==> config.mk <==
export PLATFORM = sky130hd
export DESIGN_NAME = arm_spi_lb_slave
export DESIGN_NICKNAME = d
export VERILOG_FILES = /design/src/rtl/arm_spi_lb_slave.sv
export SDC_FILE = /design/constraint.sdc
export NUM_CORES = 1
export LEC_CHECK = 0
export ABC_AREA = 1
export CAP_MARGIN = 30
export CORE_MARGIN = 1.5
export CORE_UTILIZATION = 25
export CTS_CLUSTER_DIAMETER = 40
export DETAILED_ROUTE_END_ITERATION = 8
export PLACE_DENSITY = 0.52
export SLEW_MARGIN = 10
export SYNTH_ARGS = -nofsm -noshare
export SYNTH_HDL_FRONTEND = slang
export SYNTH_SLANG_ARGS = --single-unit
==> constraint.sdc <==
create_clock -name I_sys_clk -period 2.76 [get_ports I_sys_clk]
set_input_delay 0.552 -clock I_sys_clk [delete_from_list [all_inputs] [get_ports I_sys_clk]]
set_output_delay 0.552 -clock I_sys_clk [all_outputs]
set_load 0.005 [all_outputs]
==> src/rtl/arm_spi_lb_slave.sv <==
// arm_spi_lb_slave: oversampled SPI slave turning each ARM SPI frame into one localbus read or write.
// Define SPI_LB_PARITY_EN for a 41-bit frame carrying an even-parity bit (checked on writes, driven on reads).
module arm_spi_lb_slave #(
  parameter int RD_LAT = 4,
  parameter int WR_LEN = 2
) (
  input  logic        I_sys_clk,
  input  logic        I_rst_n,
  input  logic        I_arm_spi_cs,
  input  logic        I_arm_spi_clk,
  input  logic        I_arm_spi_sdi,
  output logic        O_arm_spi_sdo,
  output logic        O_arm_spi_sdo_en,
  output logic        O_sub_cs_n,
  output logic        O_sub_rd_n,
  output logic        O_sub_wr_n,
  output logic [15:0] O_sub_addr,
  output logic [15:0] O_sub_din,
  input  logic [15:0] I_sub_dout,
  output logic        O_frame_err
);

  localparam logic [5:0] RD_CNT_INIT = 6'(RD_LAT - 1);
  localparam logic [5:0] WR_CNT_INIT = 6'(WR_LEN - 1);

  typedef enum logic [2:0] {S_IDLE, S_HDR, S_TURN, S_DATA, S_PAR, S_DONE} shift_state_t;
  typedef enum logic [1:0] {B_IDLE, B_RD, B_WR} bus_state_t;

`ifdef SPI_LB_PARITY_EN
  function automatic logic even_par16(input logic [15:0] d);
    return ^d;
  endfunction
`endif

  logic         cs_s1_r, cs_s2_r;
  logic         sclk_s1_r, sclk_s2_r, sclk_s3_r;
  logic         sdi_s1_r, sdi_s2_r, sdi_r;
  logic         rise_r, fall_r;
  logic [1:0]   sync_ok_r;
  logic         armed_r;
  shift_state_t shift_state_r, shift_nxt_s;
  logic [5:0]   bit_cnt_r;
  logic [15:0]  hdr_r, dat_r;
  logic         rd_start_s, wr_start_s, par_err_s, trunc_s, rd_done_s;
  logic [15:0]  rd_addr_s, wr_addr_s, wr_data_s;
  bus_state_t   bus_state_r, bus_nxt_s;
  logic [5:0]   bus_cnt_r, bus_cnt_nxt_s;
  logic         sub_cs_n_r, sub_rd_n_r, sub_wr_n_r;
  logic         cs_n_nxt_s, rd_n_nxt_s, wr_n_nxt_s;
  logic [15:0]  sub_addr_r, sub_din_r, addr_nxt_s, din_nxt_s;
  logic [15:0]  tx_r;
  logic         sdo_r, sdo_en_r, rd_keep_r, frame_err_r;
`ifdef SPI_LB_PARITY_EN
  logic         tx_par_r;
  logic         par_ok_s;
`endif

  // Pin synchronisers, registered sclk edge strobes, and arming once cs is seen high after reset
  always_ff @(posedge I_sys_clk or negedge I_rst_n) begin
    if (!I_rst_n) begin
      cs_s1_r   <= 1'b1;
      cs_s2_r   <= 1'b1;
      sclk_s1_r <= 1'b0;
      sclk_s2_r <= 1'b0;
      sclk_s3_r <= 1'b0;
      sdi_s1_r  <= 1'b0;
      sdi_s2_r  <= 1'b0;
      sdi_r     <= 1'b0;
      rise_r    <= 1'b0;
      fall_r    <= 1'b0;
      sync_ok_r <= 2'b00;
      armed_r   <= 1'b0;
    end else begin
      cs_s1_r   <= I_arm_spi_cs;
      cs_s2_r   <= cs_s1_r;
      sclk_s1_r <= I_arm_spi_clk;
      sclk_s2_r <= sclk_s1_r;
      sclk_s3_r <= sclk_s2_r;
      sdi_s1_r  <= I_arm_spi_sdi;
      sdi_s2_r  <= sdi_s1_r;
      sdi_r     <= sdi_s2_r;
      rise_r    <= sclk_s2_r & ~sclk_s3_r & ~cs_s2_r;
      fall_r    <= ~sclk_s2_r & sclk_s3_r & ~cs_s2_r;
      sync_ok_r <= {sync_ok_r[0], 1'b1};
      armed_r   <= armed_r | (sync_ok_r[1] & cs_s2_r);
    end
  end

  // Shift FSM state register
  always_ff @(posedge I_sys_clk or negedge I_rst_n) begin
    if (!I_rst_n) begin
      shift_state_r <= S_IDLE;
    end else begin
      shift_state_r <= shift_nxt_s;
    end
  end

  // Shift FSM next state: frame phases advance on the last rising edge of each field
  always_comb begin
    shift_nxt_s = shift_state_r;
    if (cs_s2_r) begin
      shift_nxt_s = S_IDLE;
    end else begin
      case (shift_state_r)
        S_IDLE: begin
          if (armed_r) shift_nxt_s = S_HDR;
          else         shift_nxt_s = S_IDLE;
        end
        S_HDR: begin
          if (rise_r && (bit_cnt_r == 6'd15)) shift_nxt_s = S_TURN;
          else                                shift_nxt_s = S_HDR;
        end
        S_TURN: begin
          if (rise_r && (bit_cnt_r == 6'd23)) shift_nxt_s = S_DATA;
          else                                shift_nxt_s = S_TURN;
        end
        S_DATA: begin
`ifdef SPI_LB_PARITY_EN
          if (rise_r && (bit_cnt_r == 6'd39)) shift_nxt_s = S_PAR;
`else
          if (rise_r && (bit_cnt_r == 6'd39)) shift_nxt_s = S_DONE;
`endif
          else                                shift_nxt_s = S_DATA;
        end
`ifdef SPI_LB_PARITY_EN
        S_PAR: begin
          if (rise_r) shift_nxt_s = S_DONE;
          else        shift_nxt_s = S_PAR;
        end
`endif
        S_DONE:  shift_nxt_s = S_DONE;
        default: shift_nxt_s = S_IDLE;
      endcase
    end
  end

  // Bit counter (saturating) and header/data shift registers, cleared between frames
  always_ff @(posedge I_sys_clk or negedge I_rst_n) begin
    if (!I_rst_n) begin
      bit_cnt_r <= 6'd0;
      hdr_r     <= 16'h0000;
      dat_r     <= 16'h0000;
    end else if (cs_s2_r || (shift_state_r == S_IDLE)) begin
      bit_cnt_r <= 6'd0;
      hdr_r     <= 16'h0000;
      dat_r     <= 16'h0000;
    end else begin
      if (rise_r && (bit_cnt_r != 6'd63)) bit_cnt_r <= bit_cnt_r + 6'd1;
      if (rise_r && (shift_state_r == S_HDR)) hdr_r <= {hdr_r[14:0], sdi_r};
      if (rise_r && (shift_state_r == S_DATA)) dat_r <= {dat_r[14:0], sdi_r};
    end
  end

  // Bus requests derived from the frame; sdi_r is the bit arriving with the current rising edge
  always_comb begin
    rd_start_s = rise_r && (shift_state_r == S_HDR) && (bit_cnt_r == 6'd15) && hdr_r[14];
    rd_addr_s  = {1'b0, hdr_r[13:0], sdi_r};
    wr_addr_s  = {1'b0, hdr_r[14:0]};
`ifdef SPI_LB_PARITY_EN
    par_ok_s   = ~(even_par16(hdr_r) ^ even_par16(dat_r) ^ sdi_r);
    wr_data_s  = dat_r;
    wr_start_s = rise_r && (shift_state_r == S_PAR) && !hdr_r[15] && par_ok_s;
    par_err_s  = rise_r && (shift_state_r == S_PAR) && !hdr_r[15] && !par_ok_s;
`else
    wr_data_s  = {dat_r[14:0], sdi_r};
    wr_start_s = rise_r && (shift_state_r == S_DATA) && (bit_cnt_r == 6'd39) && !hdr_r[15];
    par_err_s  = 1'b0;
`endif
    trunc_s    = cs_s2_r && (bit_cnt_r != 6'd0) &&
                 ((shift_state_r == S_HDR) || (shift_state_r == S_TURN) ||
                  (shift_state_r == S_DATA) || (shift_state_r == S_PAR));
    rd_done_s  = (bus_state_r == B_RD) && (bus_cnt_r == 6'd0);
  end

  // Bus FSM state and registered localbus outputs
  always_ff @(posedge I_sys_clk or negedge I_rst_n) begin
    if (!I_rst_n) begin
      bus_state_r <= B_IDLE;
      bus_cnt_r   <= 6'd0;
      sub_cs_n_r  <= 1'b1;
      sub_rd_n_r  <= 1'b1;
      sub_wr_n_r  <= 1'b1;
      sub_addr_r  <= 16'h0000;
      sub_din_r   <= 16'h0000;
    end else begin
      bus_state_r <= bus_nxt_s;
      bus_cnt_r   <= bus_cnt_nxt_s;
      sub_cs_n_r  <= cs_n_nxt_s;
      sub_rd_n_r  <= rd_n_nxt_s;
      sub_wr_n_r  <= wr_n_nxt_s;
      sub_addr_r  <= addr_nxt_s;
      sub_din_r   <= din_nxt_s;
    end
  end

  // Bus FSM next state: cs_n and the active strobe fall and rise together
  always_comb begin
    bus_nxt_s     = bus_state_r;
    bus_cnt_nxt_s = bus_cnt_r;
    cs_n_nxt_s    = sub_cs_n_r;
    rd_n_nxt_s    = sub_rd_n_r;
    wr_n_nxt_s    = sub_wr_n_r;
    addr_nxt_s    = sub_addr_r;
    din_nxt_s     = sub_din_r;
    case (bus_state_r)
      B_IDLE: begin
        if (rd_start_s) begin
          bus_nxt_s     = B_RD;
          bus_cnt_nxt_s = RD_CNT_INIT;
          cs_n_nxt_s    = 1'b0;
          rd_n_nxt_s    = 1'b0;
          addr_nxt_s    = rd_addr_s;
        end else if (wr_start_s) begin
          bus_nxt_s     = B_WR;
          bus_cnt_nxt_s = WR_CNT_INIT;
          cs_n_nxt_s    = 1'b0;
          wr_n_nxt_s    = 1'b0;
          addr_nxt_s    = wr_addr_s;
          din_nxt_s     = wr_data_s;
        end else begin
          bus_nxt_s     = B_IDLE;
        end
      end
      B_RD: begin
        if (bus_cnt_r == 6'd0) begin
          bus_nxt_s  = B_IDLE;
          cs_n_nxt_s = 1'b1;
          rd_n_nxt_s = 1'b1;
        end else begin
          bus_cnt_nxt_s = bus_cnt_r - 6'd1;
        end
      end
      B_WR: begin
        if (bus_cnt_r == 6'd0) begin
          bus_nxt_s  = B_IDLE;
          cs_n_nxt_s = 1'b1;
          wr_n_nxt_s = 1'b1;
        end else begin
          bus_cnt_nxt_s = bus_cnt_r - 6'd1;
        end
      end
      default: begin
        bus_nxt_s  = B_IDLE;
        cs_n_nxt_s = 1'b1;
        rd_n_nxt_s = 1'b1;
        wr_n_nxt_s = 1'b1;
      end
    endcase
  end

  // Read data path: capture on the last strobe cycle unless the frame was abandoned, shift on sclk falls
  always_ff @(posedge I_sys_clk or negedge I_rst_n) begin
    if (!I_rst_n) begin
      tx_r      <= 16'h0000;
      sdo_r     <= 1'b0;
      sdo_en_r  <= 1'b0;
      rd_keep_r <= 1'b0;
`ifdef SPI_LB_PARITY_EN
      tx_par_r  <= 1'b0;
`endif
    end else begin
      sdo_en_r <= ~cs_s2_r;
      if (cs_s2_r) rd_keep_r <= 1'b0;
      else if (rd_start_s && (bus_state_r == B_IDLE)) rd_keep_r <= 1'b1;
      else if (rd_done_s) rd_keep_r <= 1'b0;

      if (rd_done_s && rd_keep_r && !cs_s2_r) begin
        tx_r <= I_sub_dout;
`ifdef SPI_LB_PARITY_EN
        tx_par_r <= even_par16(I_sub_dout);
`endif
      end else if (fall_r && (shift_state_r == S_DATA) && hdr_r[15]) begin
        tx_r <= {tx_r[14:0], 1'b0};
      end

      if (cs_s2_r) begin
        sdo_r <= 1'b0;
      end else if (fall_r) begin
        if ((shift_state_r == S_DATA) && hdr_r[15]) sdo_r <= tx_r[15];
`ifdef SPI_LB_PARITY_EN
        else if ((shift_state_r == S_PAR) && hdr_r[15]) sdo_r <= tx_par_r;
`endif
        else sdo_r <= 1'b0;
      end
    end
  end

  // Frame error pulse: truncation when cs rises mid-frame, or a bad write parity bit
  always_ff @(posedge I_sys_clk or negedge I_rst_n) begin
    if (!I_rst_n) begin
      frame_err_r <= 1'b0;
    end else begin
      frame_err_r <= trunc_s | par_err_s;
    end
  end

  assign O_arm_spi_sdo    = sdo_r;
  assign O_arm_spi_sdo_en = sdo_en_r;
  assign O_sub_cs_n       = sub_cs_n_r;
  assign O_sub_rd_n       = sub_rd_n_r;
  assign O_sub_wr_n       = sub_wr_n_r;
  assign O_sub_addr       = sub_addr_r;
  assign O_sub_din        = sub_din_r;
  assign O_frame_err      = frame_err_r;

endmodule
==> results of run 1 <==
-- layer usage --
metal	track usage, %	up-vias	share of wire, %
met5	0	-	0
met4	6.17	0	2.5
met3	2.76	15	3.4
met2	17.9	60	45
met1	14.7	1823	49
li1	-	2029	-
-- flip-flops by register name, indices dropped and copies added, names as in the netlist, 2 cells and up --
signal / count
shift_state_r: 3
hdr_r: 16
bus_state_r: 2
bit_cnt_r: 6
dat_r: 15
sync_ok_r: 2
O_sub_addr: 15
bus_cnt_r: 6
tx_r: 16
O_sub_din: 16
-- final timing paths --
check	from	slack [ns]	end	depth (start not counted)
worst max-delay path	O_sub_wr_n	0.77	O_sub_wr_n	1
worst min-delay path	I_rst_n	0.08	O_sub_addr[8]	1
worst max register to register	shift_state_r[0]	0.78	hdr_r[0]	4
worst min register to register	sdi_s2_r	0.35	sdi_r	0
max in group asynchronous	I_rst_n	1.98	O_sub_cs_n	2
min in group I_sys_clk	sdi_s2_r	0.35	sdi_r	0
-- logic make-up after synthesis --
logic type      after synthesis  share of synthesized area (%)
xor+xnor                      1                          0.172
simple gates                275                           24.8
buf+inv                      89                           7.38
fa+ha+maj                     7                           1.72
flops                       115                           56.7
compound gates               81                           9.08
other cells                   2                          0.148
-- cell usage after synthesis (all sizes together) --
cell type  number  area (µm²)
o31ai           1        7.51
nor3            4        20.0
buf            19         111
a21boi          1        7.51
xor2            1        8.76
a21o            1        7.51
o2111ai         1        8.76
dfstp           5         131
or2             1        6.26
ha              7        87.6
clkbuf          6        22.5
o21ai          33         165
inv            62         233
nand2         147         562
a211oi          1        7.51
o22ai          31         194
clkinv          2        8.75
nor2           24         110
a21oi          11        55.1
conb            2        7.51
nand3          83         463
a311oi          1        8.76
nand4          16         100
dfrtp         110        2750
-- stage by stage --
stage | setup WS (ns) | power, mW | utilization [%]
after floorplan | 1.05 | 1.77 | -
after global placement | 0.799 | 1.85 | 30.2
after detailed placement | 0.796 | 1.85 | 30.4
after CTS | 0.742 | 4.14 | 33.5
after global routing | 0.478 | 4.24 | 33.5
final | 0.774 | 4.08 | 33.5
-- final cells by class --
cell class / count / area share [%]
well taps: 265 / 5.02
flip-flops and latches: 115 / 43.7
repair buffers: 71 / 10.6
inverters: 64 / 3.66
clock buffers: 24 / 7.45
multi-input cells: 366 / 27.7
clock inverters: 8 / 1.91
-- power by group through the flow --
stage	logic [mW]	clock network (mW)	registers [mW]
2_1_floorplan	0.0325	0	1.73
3_3_place_gp	0.110	0	1.74
3_5_place_dp	0.112	0	1.74
4_1_cts	0.113	2.32	1.71
5_1_grt	0.123	2.40	1.71
6_report	0.108	2.26	1.71
==> summary.md, run 1 <==
| Metric | Value |
|---|---|
| Result of the run | complete, no violations |
| Vias per cell | between 4 and 5 |
| Final std cells w/o fill | slightly above 900 |
| Most frequent cells in the layout | 145 x nand2_1, 110 x dfrtp_1, 75 x nand3_1, 60 x inv_1, 56 x clkdlybuf4s50_1 |
| Detailed Place HPWL | between 7000 and 8000 µm |
| CP arrival | 1.43 ns |
| Switching Share | approximately a fifth |
| Layout filler cell count | approximately 2,000 |
| GP Congestion | roughly 0.8 |
| PD cells | between 600 and 700 nW/µm² |
| Die height | 146 µm |
| Crit-path cells | clkdlybuf4s50_1 |
| Clk sinks | 115 |
| Type of the tightest min-delay check | in -> async |
| Worst Setup End Kind | primary output |
| Rows | 51 |
| Vias in the first global route | about 4,000 |
| Clock Pin Slew Worst Setup and Hold Paths | around 0.050 ns |
| Final Cycle Share | about 72% |
| FF/Latch Area | ~2900 µm² |
| Worst Max-Slew Pin Slew | a little over 0.6 ns |
| Worst Path Required | roughly 2.2 ns |
| Area growth syn-to-layout | 29.8% |
| H-tree depth | 4 |
| Post-Place Cells | a little under 900 |
| Final Hold Fails | 0 |
| Synthesized cell area | 5090 µm² |
| Worst hold margin | 0.0798 ns |
| Fin crit period | a little under 2 ns |
| Buffers and inverters on the worst path | 1 |
| Syn. warnings | 0 |
| Final Max Slew Viols | 0 |
| Peak VDD IR | 429 µV |
| Final Setup Violations | 0 |
| Cell Area, Placed | between 5000 and 6000 µm² |
| Number of buffers created by CTS | 17 |
| Pin count of the biggest net entering global routing | 43 |
| Post-Syn Instances | 570 |
| Critical Path Fanout Max | 2 |
| Per-cell routed wire length | approximately 12 µm |
| Unrepaired setup endpoints after global routing | no |
| Fin area | 6600 µm² |
| Fin nets | 663 |
| # resized after CTS | 0 |
| Remaining antenna violation count | 0 |
| Crit path max-delay family | flip-flops |
| Worst skew pair latency | ~0.41 ns |
| Max cap viols | 0 |
| Seq/Total Area, Yosys | 56.7% |
| Post-Syn Nets | 598 |
| Synth cell types | 35 |
| Setup TNS | 0 ns |
| Startpoint types | flop |
| First-pass DRT Iterations | 4 |
| Number of inserted diodes | 0 |
| Die X | ~150 µm |
| Starting DRT DRC Count | 221 |
| Seq cells post-synth | about 120 |
| Die area | around 21,000 µm² |
| Total GRT Usage | roughly 11% |
| Initial antenna violation count | 0 |
| WL final | ~11,000 µm |
| Multi-input gate area | between 1500 and 2000 µm² |
| Clock buffer depth | 2 |
| Crit path kind | reg -> out |
| Comb pwr share | 2.6% |
| Boundary pin count | around 60 |
| Max_slew headroom | 58.4% |
| Drt drc | 0 |
| Initial Util | between 20% and 30% |
| I/O Buffers | between 50 and 60 |
| Mean area per synthesized cell | between 8 and 9 µm² |
| Commonest non-fill, non-tap cell in the layout | nand2_1 |
| First-pass GRT wire length | ~20,000 µm |
| Seq pwr share | between 40% and 50% |
| Static leakage power | between 2 and 3 nW |
| TritonCTS clock tree | done |
| Pint | 3.26 mW |
| Switching pwr | around 820 µW |
| Root buffer cell | clkbuf_16 |
| Fmax | approximately 500 MHz |
| Via count | roughly 4,000 |
| Post-CTS Hold Fix Bufs | 0 |
| Crit path max-delay cell type | dfstp_2 |
| Clk pwr share | 55.4% |
| Grt ovf | 0 |
| Core area | around 20,000 µm² |
| Layout cells sized above 1 | 10.3% |
| Worst path max stage delay | between 0.5 and 0.6 ns |
| Final clock skew | ~0.0096 ns |
| Post-CTS setup buffer count | 0 |
No activity file was read; power rests on OpenSTA's default activity.
==> run 2: changes to the inputs <==
--- a/config.mk
+++ b/config.mk
@@ -11,7 +11,7 @@
 export CORE_UTILIZATION = 25
 export CTS_CLUSTER_DIAMETER = 40
 export DETAILED_ROUTE_END_ITERATION = 8
-export PLACE_DENSITY = 0.52
+export PLACE_DENSITY = 0.53
 export SLEW_MARGIN = 10
 export SYNTH_ARGS = -nofsm -noshare
 export SYNTH_HDL_FRONTEND = slang
==> constraint.sdc (replaced) <==
create_clock -name I_sys_clk -period 1.8 [get_ports I_sys_clk]
set_input_delay 0.36 -clock I_sys_clk [delete_from_list [all_inputs] [get_ports I_sys_clk]]
set_output_delay 0.36 -clock I_sys_clk [all_outputs]
set_load 0.005 [all_outputs]
==> summary.md, run 2 (synthesized netlist as in run 1, its figures left out) <==
| Metric | Value |
|---|---|
| Total GRT Usage | 11.8% (+0.31 points) |
| Crit-path cells | ha_2, nand3_1, o21ai_0, inv_1, o2111ai_1, o21ai_0 |
| Detailed Place HPWL | 7720 µm (about the same) |
| Critical Path Fanout Max | 4 (+2) |
| Worst Setup End Kind | flop |
| Remaining antenna violation count | 0 (unchanged) |
| Area growth syn-to-layout | 33.2% |
| WL final | 11,400 µm (+1.6%) |
| CP arrival | 1.95 ns (+0.52 ns) |
| Fin nets | 677 (+2.1%) |
| GP Congestion | 0.765 (-6.9%) |
| Pre-CTS setup slack | 0.00264 ns (-0.793 ns) |
| Setup TNS | 0 ns (unchanged) |
| Peak VDD IR | 636 µV (+48%) |
| Final Hold Fails | 0 (unchanged) |
| Commonest non-fill, non-tap cell in the layout | nand2_1 |
| Boundary pin count | 59 (unchanged) |
| Fin crit period | around 1.7 ns |
| Final Max Slew Viols | 0 (unchanged) |
| Total stage count of the critical path | 6 (+5) |
| Layout filler cell count | 2,010 (-1.4%) |
| Number of inserted diodes | 0 (unchanged) |
| R2R Path End | bit_cnt_r[4] |
| Die X | 146 µm (unchanged) |
| Vias in the first global route | 4,124 (+2.7%) |
| Per-cell routed wire length | 12.4 µm (+0.22%) |
| Crit path max-delay cell type | o21ai_0 |
| Core area | 19,700 µm² (unchanged) |
| Clock buffer depth | 2 (unchanged) |
| Critical Path End | bit_cnt_r[4] |
| Post-Place Cells | 892 (+1.2%) |
| Result of the run | complete, no violations |
| Static leakage power | 3.06 nW (+3.3%) |
| Startpoint types | flop |
| First-pass DRT Iterations | 4 (unchanged) |
| Starting DRT DRC Count | 217 (-1.8%) |
| Rows | 51 (unchanged) |
| Final core utilization | 34.4% (+0.87 points) |
| Crit-path most repeated cell | o21ai_0 |
| Buffers and inverters on the worst path | 1 (unchanged) |
| Number of buffers created by CTS | 17 (unchanged) |
| Most frequent cells in the layout | 144 x nand2_1, 110 x dfrtp_1, 75 x nand3_1, 60 x inv_1, 53 x clkdlybuf4s50_1 |
| PD cells | 930 nW/µm² (+51%) |
| Origin of the critical flop-to-flop path | bit_cnt_r[0] |
| Fmax | about 600 MHz |
| Pin count of the biggest net entering global routing | 88 (+100%) |
| Worst Setup SP | bit_cnt_r[0] |
| Reg2reg setup slack | 0.12 ns (-0.66 ns) |
| Grt ovf | 0 (unchanged) |
| Layout cells sized above 1 | 12.9% (+2.5 points) |
| Clock Pin Slew Worst Setup and Hold Paths | 0.05 ns (about the same) |
| First-pass GRT wire length | 20,200 µm (+3.5%) |
| H-tree depth | 4 (unchanged) |
| Crit path kind | reg -> reg |
| Clk sinks | 115 (unchanged) |
| Final Setup Violations | 0 (unchanged) |
| Initial Util | 25.8% (unchanged) |
| Root buffer cell | clkbuf_16 |
| Worst Path Required | 2.07 ns (-0.14 ns) |
| Die area | 21,200 µm² (unchanged) |
| Setup WS post-layout | 0.122 ns (-0.651 ns) |
| Initial antenna violation count | 0 (unchanged) |
| R2R cell count | 6 (+2) |
| Vias per cell | 4.37 (+1.5%) |
| TritonCTS clock tree | done |
| Die height | 146 µm (unchanged) |
| Final std cells w/o fill | 926 (+1.4%) |
| Worst skew pair latency | 0.41 ns (about the same) |
| Final Cycle Share | 93.2% |
| Final clock skew | 0.0105 ns (+0.000884 ns) |
| Worst path max stage delay | 0.40 ns (-0.13 ns) |
| I/O Buffers | 57 (unchanged) |
| Type of the tightest min-delay check | reg -> reg |
| Crit path max-delay family | compound AO/OA/AOI/OAI gates |
| Max cap viols | 0 (unchanged) |
| Via count | 4,042 (+2.9%) |
| Drt drc | 0 (unchanged) |
run 2: cell types whose count changed in the layout (fill, tap and decap cells not counted), sizes merged:
| cell | previous run | this run |
|---|---|---|
| bufinv | 3 | 4 |
| clkinvlp | 0 | 1 |
| dlygate4sd2 | 0 | 3 |
| buf | 15 | 28 |
| clkdlybuf4s50 | 56 | 53 |
| clkbuf | 24 | 21 |
| dlygate4sd3 | 0 | 1 |
run 2: worst min-delay path by stage:
stage / startpoint / endpoint / cells after the start
final: sclk_s1_r / sclk_s2_r / 0
after global routing: sclk_s1_r / sclk_s2_r / 0
after CTS: sdi_s2_r / sdi_r / 0
after detailed placement: sclk_s1_r / sclk_s2_r / 0
after global placement: sdi_s1_r / sdi_s2_r / 0
after floorplan: I_rst_n / O_arm_spi_sdo / 0
run 2: through the flow:
stage | instance area, µm² | hold WS, ns | power [mW]
final | 6780 | 0.345 | 6.30
after global routing | 6780 | 0.352 | 6.54
after CTS | 6720 | 0.346 | 6.40
after detailed placement | 6090 | 0.335 | 2.84
after global placement | 6090 | 0.333 | 2.84
after floorplan | 5090 | 0.0644 | 2.71
run 2: worst reg2reg max path: cells and delay by family (launching register included):
| kind | cells | cell delay, ns |
|---|---|---|
| compound gates | 3 | 0.61 |
| fa+ha+maj | 1 | 0.23 |
| buf+inv | 1 | 0.17 |
| flops | 1 | 0.37 |
| simple gates | 1 | 0.16 |
run 2: area by class of cell:
cell class                 count  area (µm²)  area share [%]
sequential                   115        2880            42.6
multi-input combinational    366        1870            27.7
timing repair buffer          85         827            12.2
clock buffer                  21         460            6.80
tap                          265         332            4.89
inverter                      64         241            3.56
clock inverter                10         156            2.31
run 2: power breakdown:
part           switching [mW]  total [mW]  internal [mW]
Combinational           0.103       0.173         0.0697
Sequential             0.0132        2.62           2.61
Clock                    1.14        3.51           2.37
run 2: repair_timing:
| action | 4_1_cts | 5_1_grt |
|---|---|---|
| setup endpoints to repair | 4 | 55 |
| cloned | 0 | 0 |
| hold buffers | 1 | 0 |
| endpoints found under the hold margin | 26 | 0 |
| setup buffers | 0 | 2 |
| pin swaps | 0 | 2 |
| resized for setup | 4 | 11 |
run 2: metal layers:
layer | part of all wire, % | vias up | global-route usage, %
met3 | 3.4 | 15 | 3.79
met2 | 45 | 58 | 17.3
li1 | - | 2040 | -
met1 | 50 | 1929 | 15.8
met4 | 1.6 | 0 | 5.15
met5 | 0 | - | 0
==> run 3: changes to the inputs <==
--- a/config.mk
+++ b/config.mk
@@ -11,7 +11,8 @@
 export CORE_UTILIZATION = 25
 export CTS_CLUSTER_DIAMETER = 40
 export DETAILED_ROUTE_END_ITERATION = 8
-export PLACE_DENSITY = 0.53
+export PLACE_DENSITY = 0.52
+export SETUP_SLACK_MARGIN = 0.3
 export SLEW_MARGIN = 10
 export SYNTH_ARGS = -nofsm -noshare
 export SYNTH_HDL_FRONTEND = slang
==> constraint.sdc (replaced) <==
create_clock -name I_sys_clk -period 2 [get_ports I_sys_clk]
set_input_delay 0.4 -clock I_sys_clk [delete_from_list [all_inputs] [get_ports I_sys_clk]]
set_output_delay 0.4 -clock I_sys_clk [all_outputs]
set_load 0.005 [all_outputs]
==> summary.md, run 3 (synthesized netlist as in run 1, its figures left out) <==
| Metric | Value |
|---|---|
| Result of the run | complete, no violations |
| R2R Path End | bus_cnt_r[3] |
| H-tree depth | 4 (unchanged) |
| Commonest non-fill, non-tap cell in the layout | nand2_1 |
| Initial Util | 25.8% (unchanged) |
| R2R cell count | 11 (+5) |
| Worst path max stage delay | 0.50 ns (+0.10 ns) |
| Type of the tightest min-delay check | reg -> reg |
| Unrepaired setup endpoints after global routing | yes |
| First-pass DRT Iterations | 4 (unchanged) |
| Clock buffer depth | 2 (unchanged) |
| Vias in the first global route | 4,032 (-2.2%) |
| Die area | 21,200 µm² (unchanged) |
| Detailed Place HPWL | 7860 µm (+1.8%) |
| GP Congestion | 0.804 (+5.1%) |
| PD cells | 813 nW/µm² (-13%) |
| Worst skew pair latency | 0.42 ns (about the same) |
| Fin crit period | about 1.6 ns |
| Fin nets | 677 (unchanged) |
| Max cap viols | 0 (unchanged) |
| Critical Path Fanout Max | 2 (-2) |
| Final Cycle Share | 82.3% |
| Peak VDD IR | 622 µV (-2.2%) |
| Boundary pin count | 59 (unchanged) |
| Number of buffers created by CTS | 17 (unchanged) |
| Core area | 19,700 µm² (unchanged) |
| Origin of the critical flop-to-flop path | bus_cnt_r[1] |
| Static leakage power | 3.45 nW (+13%) |
| First-pass GRT wire length | 20,100 µm (-0.51%) |
| Pre-CTS setup slack | 0.194 ns (+0.192 ns) |
| Switching Share | 22.9% (+3.0 points) |
| Worst Path Required | 1.60 ns (-0.47 ns) |
| Final Setup Violations | 0 (unchanged) |
| Clk sinks | 115 (unchanged) |
| Crit path max-delay cell type | clkdlybuf4s50_1 |
| Drt drc | 0 (unchanged) |
| Worst hold margin | 0.345 ns (-0.0000730 ns) |
| Fmax | 607 MHz |
| Setup TNS | 0 ns (unchanged) |
| Comb pwr share | 2.9% (+0.2 points) |
| Buffers and inverters on the worst path | 1 (unchanged) |
| Hold Startpoint | sync_ok_r[0] |
| Per-cell routed wire length | 12.5 µm (+1.2%) |
| Layout cells sized above 1 | 14.0% (+1.2 points) |
| Rows | 51 (unchanged) |
| Crit path max-delay family | buffers and inverters |
| Starting DRT DRC Count | 245 (+13%) |
| Final clock skew | 0.0137 ns (+0.00321 ns) |
| Final Hold Fails | 0 (unchanged) |
| Pint | 4.29 mW (-15%) |
| Clk pwr share | 54.7% (-1.0 points) |
| Pin count of the biggest net entering global routing | 41 (-53%) |
| Final Max Slew Viols | 0 (unchanged) |
| CP arrival | 1.25 ns (-0.70 ns) |
| Seq pwr share | 42.4% (+0.8 points) |
| Startpoint types | flop |
| Grt ovf | 0 (unchanged) |
| WL final | 11,600 µm (+1.3%) |
| Area growth syn-to-layout | 34.4% |
| I/O Buffers | 57 (unchanged) |
| Switching pwr | 1.27 mW (+1.6%) |
| Reg2reg setup slack | 0.42 ns (+0.30 ns) |
| Total stage count of the critical path | 1 (-5) |
| Crit path kind | reg -> out |
| Worst Setup SP | O_sub_addr[1] |
| Layout filler cell count | 2,043 (+1.6%) |
| TritonCTS clock tree | done |
| Clock Pin Slew Worst Setup and Hold Paths | 0.06 ns (about the same) |
| Initial antenna violation count | 0 (unchanged) |
| Crit-path cells | clkdlybuf4s50_1 |
| Most frequent cells in the layout | 144 x nand2_1, 110 x dfrtp_1, 74 x nand3_1, 58 x inv_1, 31 x o22ai_1 |
| Overall power | 5.56 mW (-12%) |
| Critical Path End | O_sub_addr[1] |
| Total GRT Usage | 11.7% (-0.073 points) |
| Worst Setup End Kind | primary output |
| Root buffer cell | clkbuf_16 |
| Die X | 146 µm (unchanged) |
| Setup WS post-layout | 0.354 ns (+0.231 ns) |
| Number of inserted diodes | 0 (unchanged) |
| Die height | 146 µm (unchanged) |
| Via count | 4,051 (+0.22%) |
| Remaining antenna violation count | 0 (unchanged) |
| Vias per cell | 4.37 (+0.11%) |
## run 3: changes by cell type in the layout (fill, tap and decap cells not counted), sizes merged
cell / previous run / this run
dlygate4sd2: 3 / 14
clkdlybuf4s50: 53 / 23
clkinv: 7 / 3
clkbuf: 21 / 18
clkinvlp: 1 / 2
dlymetal6s2s: 0 / 19
inv: 62 / 71
bufinv: 4 / 2
## run 3: cell type report
class,count,area (µm²),share of cell area (%)
clock buffer,18,429,6.28
clock inverter,14,168,2.45
inverter,64,248,3.62
multi-input combinational,366,1920,28.1
sequential,115,2880,42.2
tap,265,332,4.85
timing repair buffer,85,856,12.5
## run 3: worst min-delay path by stage
| stage | cells after the start | end |
|---|---|---|
| 4_1_cts | 0 | sync_ok_r[1] |
| 6_report | 0 | sync_ok_r[1] |
| 3_3_place_gp | 0 | sync_ok_r[1] |
| 2_1_floorplan | 0 | O_arm_spi_sdo |
| 5_1_grt | 0 | sync_ok_r[1] |
| 3_5_place_dp | 0 | sdi_r |
## run 3: power by group through the flow
stage | sequential, mW | combinational, mW | clock (mW)
floorplan | 2.39 | 0.0448 | 0
global placement | 2.40 | 0.166 | 0
detailed placement | 2.40 | 0.165 | 0
CTS | 2.35 | 0.167 | 3.14
global route | 2.36 | 0.184 | 3.24
finish | 2.36 | 0.162 | 3.04
## run 3: metrics by stage
stage	area, µm²	utilization, %	std cells
detailed placement	6030	30.6	887
floorplan	5090	-	570
finish	6840	34.7	927
global placement	6030	30.6	887
global route	6840	34.7	927
CTS	6640	33.7	921
## run 3: what timing repair did
item / in CTS / in global routing
endpoints found under the setup margin: 66 / 98
gates resized for setup: 19 / 43
pin swaps: 1 / 3
setup buffers: 1 / 6
endpoints found under the hold margin: 23 / 0
hold buffers: 1 / 0
## run 3: layer usage
metal	vias up	track usage [%]	part of all wire, %
li1	2063	-	-
met1	1912	15.3	48
met2	57	18.1	47
met3	19	3.54	3.2
met4	0	4.34	1.6
met5	-	0	0
